$ cat src/rtl/fir_pkg.sv
// Shared definitions for the multicycle FIR datapath and its coefficient loader.
package fir_pkg;

    typedef enum logic [1:0] {
        IDLE    = 2'd0,
        LOAD    = 2'd1,
        PENDING = 2'd2
    } fir_state_e;

    localparam int COEF_WI = 1;
    localparam int COEF_WF = 15;
    localparam int COEF_W  = COEF_WI + COEF_WF;

endpackage

$ cat src/rtl/coef_bank.sv
// One coefficient register file: synchronous write and clear, combinational read.
module coef_bank
    import fir_pkg::*;
#(
    parameter int TAPSIZE = 3,
    parameter int W       = COEF_W,
    parameter int AW      = 2
) (
    input  logic          clk,
    input  logic          rst,
    input  logic          we,
    input  logic [AW-1:0] waddr,
    input  logic [W-1:0]  wdata,
    input  logic [AW-1:0] raddr,
    output logic [W-1:0]  rdata
);

    logic [W-1:0] mem_q [TAPSIZE];
    logic [W-1:0] mem_d [TAPSIZE];

    // Addresses at or beyond TAPSIZE match no entry, so writes drop and reads return 0.
    always_comb begin
        mem_d = mem_q;
        if (we) begin
            for (int i = 0; i < TAPSIZE; i++) begin
                if (waddr == AW'(i)) begin
                    mem_d[i] = wdata;
                end
            end
        end
    end

    always_comb begin
        rdata = '0;
        for (int i = 0; i < TAPSIZE; i++) begin
            if (raddr == AW'(i)) begin
                rdata = mem_q[i];
            end
        end
    end

    always_ff @(posedge clk) begin
        if (rst) begin
            mem_q <= '{default: '0};
        end else begin
            mem_q <= mem_d;
        end
    end

endmodule

$ cat src/rtl/fir_coef_loader.sv
// Ping-pong coefficient loader: fills the shadow bank from a stream and swaps
// banks only on a FIR sample boundary.
module fir_coef_loader
    import fir_pkg::*;
#(
    parameter int TAPSIZE = 3,
    parameter int WI      = COEF_WI,
    parameter int WF      = COEF_WF,
    parameter int AW      = 2
) (
    input  logic                 CLK,
    input  logic                 RST,
    input  logic signed [WI+WF-1:0] coef_in,
    input  logic                 coef_valid,
    output logic                 coef_ready,
    input  logic                 coef_last,
    input  logic                 frame_sync,
    input  logic [AW-1:0]        rd_addr,
    output logic signed [WI+WF-1:0] rd_data,
    output logic                 bank_sel,
    output logic                 swap_done,
    output logic                 load_err
);

    localparam int W = WI + WF;
    localparam logic [AW-1:0] LAST_IDX = AW'(TAPSIZE - 1);

    fir_state_e    state_q, state_d;
    logic [AW-1:0] wcnt_q, wcnt_d;
    logic          bank_sel_q, bank_sel_d;
    logic          swap_done_q, swap_done_d;
    logic          load_err_q, load_err_d;

    logic          accept;
    logic          we0, we1;
    logic [W-1:0]  rdata0, rdata1;

    assign coef_ready = !RST && (state_q != PENDING);
    assign accept     = coef_valid && coef_ready;

    // Only the inactive bank is ever written.
    assign we0 = accept && bank_sel_q;
    assign we1 = accept && !bank_sel_q;

    coef_bank #(.TAPSIZE(TAPSIZE), .W(W), .AW(AW)) u_bank0 (
        .clk   (CLK),
        .rst   (RST),
        .we    (we0),
        .waddr (wcnt_q),
        .wdata (coef_in),
        .raddr (rd_addr),
        .rdata (rdata0)
    );

    coef_bank #(.TAPSIZE(TAPSIZE), .W(W), .AW(AW)) u_bank1 (
        .clk   (CLK),
        .rst   (RST),
        .we    (we1),
        .waddr (wcnt_q),
        .wdata (coef_in),
        .raddr (rd_addr),
        .rdata (rdata1)
    );

    assign rd_data   = bank_sel_q ? rdata1 : rdata0;
    assign bank_sel  = bank_sel_q;
    assign swap_done = swap_done_q;
    assign load_err  = load_err_q;

    always_comb begin
        state_d     = state_q;
        wcnt_d      = wcnt_q;
        bank_sel_d  = bank_sel_q;
        swap_done_d = 1'b0;
        load_err_d  = load_err_q;

        unique case (state_q)
            IDLE, LOAD: begin
                if (accept) begin
                    wcnt_d = wcnt_q + 1'b1;
                    if (coef_last) begin
                        if (wcnt_q == LAST_IDX) begin
                            state_d = PENDING;
                        end else begin
                            load_err_d = 1'b1;
                            wcnt_d     = '0;
                            state_d    = IDLE;
                        end
                    end else if (wcnt_q == LAST_IDX) begin
                        load_err_d = 1'b1;
                        wcnt_d     = '0;
                        state_d    = IDLE;
                    end else begin
                        state_d = LOAD;
                    end
                end
            end
            PENDING: begin
                if (frame_sync) begin
                    bank_sel_d  = !bank_sel_q;
                    swap_done_d = 1'b1;
                    wcnt_d      = '0;
                    state_d     = IDLE;
                end
            end
            default: begin
                state_d = IDLE;
                wcnt_d  = '0;
            end
        endcase
    end

    always_ff @(posedge CLK) begin
        if (RST) begin
            state_q     <= IDLE;
            wcnt_q      <= '0;
            bank_sel_q  <= 1'b0;
            swap_done_q <= 1'b0;
            load_err_q  <= 1'b0;
        end else begin
            state_q     <= state_d;
            wcnt_q      <= wcnt_d;
            bank_sel_q  <= bank_sel_d;
            swap_done_q <= swap_done_d;
            load_err_q  <= load_err_d;
        end
    end

endmodule
$ cat config.mk
export PLATFORM = sky130hd
export DESIGN_NAME = fir_coef_loader
export DESIGN_NICKNAME = d
export VERILOG_FILES = /design/src/rtl/fir_pkg.sv /design/src/rtl/coef_bank.sv /design/src/rtl/fir_coef_loader.sv
export SDC_FILE = /design/constraint.sdc
export NUM_CORES = 1
export LEC_CHECK = 0
export CORE_ASPECT_RATIO = 1.2
export CORE_MARGIN = 2
export CORE_UTILIZATION = 53
export CTS_CLUSTER_DIAMETER = 100
export DETAILED_ROUTE_END_ITERATION = 12
export PLACE_DENSITY_LB_ADDON = 0.08
export SKIP_CTS_REPAIR_TIMING = 1
export SYNTH_ARGS = -nofsm -noshare
export SYNTH_HDL_FRONTEND = slang
export SYNTH_SLANG_ARGS = --single-unit
$ cat constraint.sdc
create_clock -name CLK -period 1.63 [get_ports CLK]
set_input_delay 0.326 -clock CLK [delete_from_list [all_inputs] [get_ports CLK]]
set_output_delay 0.326 -clock CLK [all_outputs]
set_load 0.01 [all_outputs]
==> run_results.csv <==
group,metric,value,unit
status,outcome,"complete, but fails checks",
status,violations,"negative setup slack",
clocking,cts_inserted_buffers,9,
grt,grt_pass1_wl,26400,um
timing,layout_setup_ws,-191,ps
drt,routed_wl,18100,um
clocking,cts.path.max_buffers,2,
logic_synthesis,synth_nets,619,
setup_path,r2r_start,"bank_sel$_SDFFE_PP0P_",
drt,wl_per_cell,23.1,um
final_layout,n_antenna_cell,0,
power_and_ir_drop,vdd_ir_drop_max,0.520,mV
timing,finalHoldWorstSlack,465,ps
place,hpwl,9740,um
min_path,min_path_cells,2,
floorplan,rows,40,
floorplan,coreArea,9910,um2
grt,antenna_found_initial,0,
place,gp_congestion,0.811,
setup_path,start_kind,"register",
drt,avgViaCountPerCell,6.88,
floorplan,die-area,10900,um2
setup_path,critPathArrivalTime,1500,ps
min_path,hold_class,"register to register",
logic_synthesis,syn_area,5330,um2
clocking,worst_skew_pair.late_latency,350,ps
setup_path,path_cells,"buf_6 -> buf_12 -> a221oi_4 -> a31oi_1 -> clkbuf_2",
min_path,min-delay-start,"u_bank0.mem_q[44]$_SDFFE_PP0P_",
power_and_ir_drop,power,5.50,mW
timing,rsz0062_at_grt,"yes",
setup_path,r2r-end,"u_bank0.mem_q[44]$_SDFFE_PP0P_",
timing,period_needed,1820,ps
floorplan,initial_core_util,0.537,
min_path,whs_endpoint,"u_bank0.mem_q[44]$_SDFFE_PP0P_",
drt,ant_nets,0,
timing,finalSetupViolCount,32,
drt,vias,5388,
power_and_ir_drop,p_leak,3.00,nW
setup_path,worst_path_largest_cell_delay,410,ps
final_layout,area_delta_synth_final,31.5,%
grt,grt_pass1_vias,5032,
clocking,clock-sinks,103,
setup_path,cp_slowest_cell,"dfxtp_4",
clocking,cts_tree,"built",
logic_synthesis,synth-edff-count,0,
timing,tns,-2930,ps
timing,drv_slew,0,
logic_synthesis,yosys.area.top_type,"dfxtp_1",
floorplan,die_h,114,um
logic_synthesis,postSynthCellCount,594,
logic_synthesis,ys.flop_type,"dfxtp_1",
final_layout,nFillCells,775,
final_layout,layout_common_cells,"nand2_1, dfxtp_1, nand4_1, buf_4, o311ai_1",
setup_path,endpoint_kind,"output pin",
flow_run,cap_violations,0,
logic_synthesis,netlist-cell-type-count,37,
setup_path,r2r_slack,-120,ps
clocking,cts_max_level,3,
setup_path,reg2reg_depth,5,
floorplan,die_width,95.5,um
logic_synthesis,ys_top_cells_by_area,"dfxtp_1, o311ai_0, nand4_1",
logic_synthesis,yosysWarnings,0,
logic_synthesis,synth_top_area_frac,0.387,
drt,first_pass_iters,5,
grt,track_usage,0.311,
clocking,clkTransAtPathRegs,70,ps
logic_synthesis,avgSynthCellArea,8.97,um2
logic_synthesis,seq_area_frac_synth,0.387,
final_layout,final_common_cell,"nand2_1",
final_layout,final_nets,677,
logic_synthesis,ys_ff_latch,103,
setup_path,worstPathMaxFanout,9,
timing,fin_skew,4.88,ps
timing,finalCritPeriodShare,1.12,
power_and_ir_drop,power_density,785,nW/um2
logic_synthesis,synth-async-reset-ratio,0,
setup_path,criticalPathCategory,"register to output pin",
place,dpl_cell_area,6170,um2
timing,worst_pin_slew,418,ps
clocking,root_buffer,"clkbuf_16",
drt,drtIter0Drc,507,
setup_path,worstPathRequired,1300,ps
drt,drc,0,
floorplan,ios,43,
final_layout,stdcell_area,7000,um2
timing,relSlewSlack,0.721,
timing,final_hold_viol_count,0,
grt,grt_start_max_net_pins,82,
place,place_ws,-1040,ps
grt,overflow,0,
final_layout,drive_gt1_frac,0.315,
place,port_buffers,42,
timing,fmax,549,MHz
[synth_stat cells (2+ instances only)]
master,n
nand2_1,113
dfxtp_1,103
nand4_1,80
o311ai_0,58
clkbuf_1,45
mux2_2,38
o311ai_1,22
buf_2,20
nor2b_1,20
a221oi_1,16
a31oi_1,16
mux2_4,10
a21oi_1,6
buf_6,5
nor2_1,5
inv_1,4
buf_4,3
nor3b_4,3
or3b_4,3
and3b_1,2
ha_1,2
nand2b_1,2
nand3b_1,2
nor3_1,2
nor3b_1,2
[report_power, final]
group          total [mW]  switching [mW]  internal, mW
Sequential           2.60          0.0330          2.57
Combinational       0.728           0.392         0.336
Clock                2.17           0.936          1.23
Total                5.50            1.36          4.14
[critical path, delay by kind of cell (launching register included)]
kind            cells  cell delay (ps)
buf+inv             3              500
compound gates      2              240
flops               1              410
[cells by family after synthesis]
logic type | count (synthesis) | synth area share
and+or+nand+nor | 239 | 0.240
muxes | 49 | 0.110
DFF | 103 | 0.387
adders and majority gates | 2 | 0.00470
buffers and inverters | 80 | 0.0705
AOI/OAI and AO/OA | 119 | 0.184
xor gates and xnor gates | 2 | 0.00329
[layout make-up]
cell class              count  area [um2]  share of cell area
well taps                 126         158              0.0225
multi-input cells         414        3190               0.456
inverters                   5        18.8             0.00268
flip-flops and latches    103        2070               0.296
repair buffers            119        1270               0.181
clock buffers              13         250              0.0357
clock inverters             3        42.5             0.00607
[how the worst max path moves through the flow]
stage	endpoint	slack [ps]	depth (start not counted)	startpoint
3_5_place_dp	rd_data[9]	-1040	6	rd_addr[0]
2_1_floorplan	rd_data[11]	30	5	rd_addr[0]
6_report	rd_data[11]	-190	5	bank_sel$_SDFFE_PP0P_
4_1_cts	rd_data[9]	-1050	6	rd_addr[0]
5_1_grt	rd_data[9]	-220	7	rd_addr[0]
3_3_place_gp	rd_data[14]	-990	6	rd_addr[0]
[flip-flops by register name, summed over array words and instances, names as in the netlist]
signal / flops
wcnt_q: 2
state_q: 2
load_err: 1
swap_done: 1
u_bank1.mem_q: 48
bank_sel: 1
u_bank0.mem_q: 48
[through the flow]
stage,std cells,utilization
detailed placement,740,0.622
floorplan,594,-
global route,783,0.707
global placement,740,0.622
finish,783,0.707
CTS,756,0.652
[metal layers]
metal	vias to the layer above	part of all wire	global-route usage
met3	46	0.077	0.0495
li1	2420	-	-
met4	0	0.032	0.114
met1	2616	0.41	0.415
met2	306	0.49	0.508
met5	-	0	0
Power figures use the tool's default switching activity.
